`src/rtl/uart_pkg.sv`:
```
// Shared definitions for the arbitrated UART transmitter.
// Contents: transmitter state type, default bit period, frame length in bit periods.
package uart_pkg;

   localparam int unsigned DEFAULT_CLKS_PER_BIT = 80;

   // start + 8 data + stop
   localparam int unsigned FRAME_BITS = 10;

   typedef enum logic [1:0] {
      StIdle,
      StStart,
      StData,
      StStop
   } tx_state_e;

endpackage

```
`src/rtl/uart_tx_core.sv`:
```
// 8N1 serializer: loads a byte in idle and shifts it out LSB first.
// Ports:
//   clk, reset  - rising-edge clock, synchronous active-high reset
//   load        - accept tx_byte this cycle (honoured only when idle)
//   tx_byte     - byte to send
//   txd         - registered serial line, idle high
//   busy        - a frame is in progress
//   done        - high in the last cycle of the stop bit
module uart_tx_core
   import uart_pkg::*;
#(
   parameter int unsigned CLKS_PER_BIT = DEFAULT_CLKS_PER_BIT
) (
   input  logic       clk,
   input  logic       reset,
   input  logic       load,
   input  logic [7:0] tx_byte,
   output logic       txd,
   output logic       busy,
   output logic       done
);

   localparam int unsigned     CntW    = $clog2(CLKS_PER_BIT);
   localparam logic [CntW-1:0] CntLast = CntW'(CLKS_PER_BIT - 1);

   tx_state_e       state_q, state_d;
   logic [CntW-1:0] cnt_q, cnt_d;
   logic [2:0]      idx_q, idx_d;
   logic [7:0]      shift_q, shift_d;
   logic            txd_q, txd_d;
   logic            bit_end;

   assign bit_end = (cnt_q == CntLast);

   always_ff @(posedge clk) begin
      if (reset) begin
         state_q <= StIdle;
         cnt_q   <= '0;
         idx_q   <= '0;
         shift_q <= '0;
         txd_q   <= 1'b1;
      end else begin
         state_q <= state_d;
         cnt_q   <= cnt_d;
         idx_q   <= idx_d;
         shift_q <= shift_d;
         txd_q   <= txd_d;
      end
   end

   // The line value for the next bit is computed one cycle early so txd
   // comes straight from a flop.
   always_comb begin
      state_d = state_q;
      cnt_d   = cnt_q;
      idx_d   = idx_q;
      shift_d = shift_q;
      txd_d   = txd_q;
      unique case (state_q)
         StIdle: begin
            txd_d = 1'b1;
            if (load) begin
               state_d = StStart;
               cnt_d   = '0;
               idx_d   = '0;
               shift_d = tx_byte;
               txd_d   = 1'b0;
            end
         end
         StStart: begin
            if (bit_end) begin
               cnt_d   = '0;
               state_d = StData;
               txd_d   = shift_q[0];
            end else begin
               cnt_d = cnt_q + 1'b1;
            end
         end
         StData: begin
            if (bit_end) begin
               cnt_d = '0;
               if (idx_q == 3'd7) begin
                  state_d = StStop;
                  txd_d   = 1'b1;
               end else begin
                  idx_d   = idx_q + 3'd1;
                  shift_d = {1'b0, shift_q[7:1]};
                  txd_d   = shift_q[1];
               end
            end else begin
               cnt_d = cnt_q + 1'b1;
            end
         end
         StStop: begin
            if (bit_end) begin
               cnt_d   = '0;
               state_d = StIdle;
               txd_d   = 1'b1;
            end else begin
               cnt_d = cnt_q + 1'b1;
            end
         end
         default: state_d = StIdle;
      endcase
   end

   always_comb begin
      busy = (state_q != StIdle);
      done = (state_q == StStop) && bit_end;
   end

   assign txd = txd_q;

endmodule

```
`src/rtl/uart_tx_arbiter.sv`:
```
// Two-requester round-robin front end for a single UART transmitter.
// Ports:
//   clk, reset              - rising-edge clock, synchronous active-high reset
//   req0_valid/data/ready   - requester 0 (CPU) byte handshake
//   req1_valid/data/ready   - requester 1 (aux/debug) byte handshake
//   ser_txd                 - serial line, idle high
//   busy                    - frame in progress
//   grant_id                - owner of the current or most recent frame
//   frame_done              - one-cycle pulse in the last stop-bit cycle
module uart_tx_arbiter
   import uart_pkg::*;
#(
   parameter int unsigned CLKS_PER_BIT = DEFAULT_CLKS_PER_BIT
) (
   input  logic       clk,
   input  logic       reset,
   input  logic       req0_valid,
   input  logic [7:0] req0_data,
   output logic       req0_ready,
   input  logic       req1_valid,
   input  logic [7:0] req1_data,
   output logic       req1_ready,
   output logic       ser_txd,
   output logic       busy,
   output logic       grant_id,
   output logic       frame_done
);

   // last_q = 1 means requester 1 won the previous handshake; reset value
   // makes requester 0 win the first tie.
   logic       last_q;
   logic       grant_id_q;
   logic       gnt0, gnt1, load;
   logic [7:0] load_byte;
   logic       core_busy, core_done;

   always_comb begin
      gnt0 = 1'b0;
      gnt1 = 1'b0;
      if (!reset && !core_busy) begin
         if (req0_valid && req1_valid) begin
            gnt0 = last_q;
            gnt1 = !last_q;
         end else begin
            gnt0 = req0_valid;
            gnt1 = req1_valid;
         end
      end
   end

   assign load      = gnt0 | gnt1;
   assign load_byte = gnt1 ? req1_data : req0_data;

   always_ff @(posedge clk) begin
      if (reset) begin
         last_q     <= 1'b1;
         grant_id_q <= 1'b0;
      end else if (load) begin
         last_q     <= gnt1;
         grant_id_q <= gnt1;
      end
   end

   uart_tx_core #(
      .CLKS_PER_BIT(CLKS_PER_BIT)
   ) u_core (
      .clk    (clk),
      .reset  (reset),
      .load   (load),
      .tx_byte(load_byte),
      .txd    (ser_txd),
      .busy   (core_busy),
      .done   (core_done)
   );

   assign req0_ready = gnt0;
   assign req1_ready = gnt1;
   assign busy       = core_busy;
   assign grant_id   = grant_id_q;
   // Suppress a stop-bit pulse that coincides with reset.
   assign frame_done = core_done & ~reset;

endmodule

```
`config.mk`:
```
export PLATFORM = sky130hd
export DESIGN_NAME = uart_tx_arbiter
export DESIGN_NICKNAME = d
export VERILOG_FILES = /design/src/rtl/uart_pkg.sv /design/src/rtl/uart_tx_core.sv /design/src/rtl/uart_tx_arbiter.sv
export SDC_FILE = /design/constraint.sdc
export NUM_CORES = 1
export LEC_CHECK = 0
export ABC_AREA = 1
export CAP_MARGIN = 10
export CORE_ASPECT_RATIO = 0.5
export CORE_MARGIN = 2
export CORE_UTILIZATION = 50
export DETAILED_ROUTE_END_ITERATION = 8
export PLACE_DENSITY = 0.85
export REMOVE_ABC_BUFFERS = 1
export SYNTH_ARGS = -nofsm -noshare
export SYNTH_HDL_FRONTEND = slang
export SYNTH_HIERARCHICAL = 1
export SYNTH_SLANG_ARGS = --single-unit
```
`constraint.sdc`:
```
create_clock -name clk -period 2.4 [get_ports clk]
set_input_delay 0.36 -clock clk [delete_from_list [all_inputs] [get_ports clk]]
set_output_delay 0.36 -clock clk [all_outputs]
set_load 0.01 [all_outputs]
```
==> metrics.md <==
| Metric | Value |
|---|---|
| Overall routing resource usage | `22.1%` |
| Tmin final | `~2.3 ns` |
| RSZ-0062 raised after global routing | `false` |
| Number of buffers and inverters on the critical path | `4` |
| Yosys reg bits | `23` |
| Ant. Diodes | `0` |
| Top-area cell type share of the netlist area | `a little under a third` |
| Hold Crit Start | `u_core/idx_q[1]$_SDFFE_PP0P_` |
| WL/cell | `12.4 um` |
| Crit path largest cell delay | `between 0.5 and 0.6 ns` |
| Critical path depth | `7` |
| Multi-input gate area | `approximately 900 um^2` |
| Max clock buf depth | `2` |
| Period utilization | `between 90% and 100%` |
| R2r endpoint | `u_core/txd$_SDFFE_PP1P_` |
| Root Buffer | `clkbuf_8` |
| Via count | `~1500` |
| Synthesis Warnings | `6` |
| CTS Buf Count | `3` |
| Met1 Wirelength | `1.60 mm` |
| Chip Width | `between 80 and 90 um` |
| Register area | `between 400 and 500 um^2` |
| Max-Cap Viols | `0` |
| Buffers on Ports | `25` |
| CP Max Fanout | `4` |
| Synth area leaders | `dfxtp_1 (30%), nand2_1 (15%), inv_1 (8.2%), nand4_1 (7.4%), ha_1 (6.6%)` |
| Xor-xnor portion of the synthesized cell area | `1.16%` |
| Largest net degree at the start of global routing | `16` |
| DR vias/cell | `~5.1` |
| Synth Area in Compound Gates | `about a tenth` |
| Metal2 WL | `1.77 mm` |
| Core area | `roughly 3000 um^2` |
| Routed Antenna Nets | `0` |
| Cell class contributing the biggest share of worst-path delay | `buffers and inverters` |
| Area growth, synth to finish | `24.8%` |
| Vias in the first global route | `between 1000 and 1500` |
| Post-synthesis sequential area ratio | `a little under a third` |
| Post-synth top area cell | `dfxtp_1` |
| Fmax | `between 400 and 500 MHz` |
| Share of layout cells above drive strength 1 | `10.9%` |
| DRT Wirelength | `approximately 3.7 mm` |
| Worst-skew pair later-pin latency | `roughly 0.26 ns` |
| Hold depth | `2` |
| Hold endpoint | `u_core/idx_q[1]$_SDFFE_PP0P_` |
| Maximum vdd ir drop | `around 390 uV` |
| Mux contribution to synthesized area | `0%` |
| Die Ht | `42.9 um` |
| Fillcell total | `~250` |
| CP dominant cell by count | `inv_1` |
| CP arrival | `1.92 ns` |
| Worst Max-Slew Pin Slew | `roughly 0.40 ns` |
| Met3 Routed Length | `around 240 um` |
| Syn avg cell area | `around 6.7 um^2` |
| Final Hold Vio Count | `0` |
| 1st-iter DRT viols | `84` |
| Static Leak | `0.910 nW` |
| DR top layer | `met4` |
| PwrDens | `about 940 nW/um^2` |
| Required @ worst endpoint | `2.04 ns` |
| Hold WC Path Type | `reg -> reg` |
| FF-to-FF Start | `u_core/state_q[0]$_SDFFE_PP0P_` |
| Initial antenna violation count | `0` |
| Total grt overflow | `0` |
| CP Launch Type | `flop` |
| Die area | `between 3000 and 4000 um^2` |
| First-pass GRT wire length | `about 5.9 mm` |
| Synthesized netlist cell count | `between 200 and 250` |
| Area share of and/or/nand/nor cells after synthesis | `about two fifths` |
| Hpwl dp | `2.64 mm` |
| Crit. End Element | `output port` |
| Setup Skew | `0.00235 ns` |
| Critical path class | `reg -> out` |
| Setup TNS | `0 ns` |
| Synth cell types | `27` |
| CTS sink count | `23` |
| Largest family of logic cells by synthesized area | `simple AND/OR/NAND/NOR gates` |
| Initial Utilization | `51.4%` |
| Worst slew margin | `roughly 73%` |
| Fin. max-slew vios | `0` |
| CTS tree | `yes` |
| Tot Pwr | `approximately 1.8 mW` |
| Routability cong. | `about 0.84` |
| Crit path cell chain | `inv_1 -> ha_2 -> inv_1 -> nor2_4 -> nand3_1 -> inv_1 -> clkdlybuf4s50_1` |
| Layout Nets | `~290` |
| Status | `completed` |
| Reg2Reg Depth | `12` |
| Synth Area in Adders | `6.61%` |
| Worst-path clk slew | `~0.08 ns` |
| Synthesized area | `1510 um^2` |
| 1st-pass router iterations | `4` |
| # IOs | `26` |
| Flop-to-flop setup slack | `about 0.29 ns` |
| Std-Cell Rows | `14` |
| Master of the slowest instance on the critical path | `clkdlybuf4s50_1` |
| Final setup violation count | `0` |
| CTS H-Tree Depth | `1` |
| DRC Markers | `0` |
placed cells by master (no fill, tap or decap):
cell / n
nand3_4: 1
clkdlybuf4s50_1: 24
nor2_2: 1
nand4_1: 18
dfxtp_1: 22
nor2_4: 3
dfxtp_2: 1
ha_1: 6
clkbuf_1: 1
or2_2: 1
xnor2_1: 2
nand2_1: 62
a21boi_0: 1
and3_1: 1
buf_4: 9
o21ai_0: 5
inv_2: 1
inv_1: 33
a21oi_4: 1
o21a_1: 6
a211oi_1: 1
nand3_1: 11
nor2_1: 24
clkinv_1: 1
nor3_1: 2
o21bai_4: 1
dlymetal6s2s_1: 1
a21oi_1: 7
nand2_2: 2
clkbuf_8: 3
nand3_2: 2
ha_2: 2
worst reg2reg max path, cell delays in order, from the launching register on:
cell and delay [ns]:
dfxtp_1 0.35, inv_1 0.12, ha_2 0.20, inv_1 0.10, nor2_4 0.15, nand3_1 0.14
nand2_1 0.15, nor2_4 0.09, a21oi_4 0.18, buf_4 0.21, nand3_1 0.11, nand3_1 0.10
nand3_1 0.08
how the worst max path moves through the flow:
stage / startpoint / end / slack (ns)
floorplan: u_core/state_q[0]$_SDFFE_PP0P_ / u_core/idx_q[0]$_SDFFE_PP0P_ / 0.17
global placement: u_core/cnt_q[0]$_SDFFE_PP0P_ / frame_done / 0.24
detailed placement: req0_valid / u_core/txd$_SDFFE_PP1P_ / 0.16
CTS: u_core/cnt_q[1]$_SDFFE_PP0P_ / frame_done / 0.005
global route: u_core/state_q[0]$_SDFFE_PP0P_ / req1_ready / 0.002
finish: u_core/state_q[0]$_SDFFE_PP0P_ / req0_ready / 0.12
synthesized netlist by cell type (all sizes together):
library cell and instances:
inv 34, o21a 6, buf 7, nor2 28
nor3 2, a211oi 1, xnor2 2, o21ai 5
and3 1, dfxtp 23, ha 8, a21oi 8
a21boi 1, nand2 64, clkbuf 1, o21bai 1
nand4 18, nand3 14, or2 1, clkinv 1
registers in the layout (all words and copies together) (netlist names):
register / flops
u_core/idx_q: 3
last_q: 1
u_core/txd: 1
u_core/state_q: 2
u_core/cnt_q: 7
grant_id: 1
u_core/shift_q: 8
final cells by class:
cell class                      instances  area share, %
Inverter                               35           6.95
Multi-Input combinational cell        160           46.6
Clock buffer                            4           2.38
Tap cell                               40           2.65
Timing Repair Buffer                   34           17.0
Sequential cell                        23           24.4
through the flow:
step	utilization [%]	instances	area [um^2]	setup WS, ns	hold WS (ns)
2_1_floorplan	-	218	1450	0.166	0.429
3_3_place_gp	61.0	289	1800	0.239	0.455
3_5_place_dp	61.0	289	1800	0.163	0.461
4_1_cts	62.8	293	1850	0.00540	0.477
5_1_grt	64.2	296	1890	0.00228	0.497
6_report	64.2	296	1890	0.119	0.474
power breakdown:
group | total (mW) | switching (mW) | internal [mW]
clock network | 0.245 | 0.126 | 0.119
logic | 1.02 | 0.632 | 0.385
registers | 0.514 | 0.0467 | 0.467
total | 1.78 | 0.805 | 0.971
routing by layer:
layer | track usage [%] | up-vias
li1 | - | 783
met1 | 27.8 | 657
met2 | 36.9 | 58
met3 | 5.74 | 6
met4 | 7.00 | 0
met5 | 0 | -
cells by family after synthesis:
group                    count (synthesis)
flip-flops                              23
adder cells (fa/ha/maj)                  8
AO/OA/AOI/OAI                           22
AND/OR/NAND/NOR                        128
buffers and inverters                   43
XOR/XNOR                                 2
timing repair:
item,CTS,global route
setup endpoints to repair,1,3
setup buffers,0,3
pin swaps,1,2
hold buffers,0,0
resized for setup,3,4
Power figures use the tool's default switching activity.
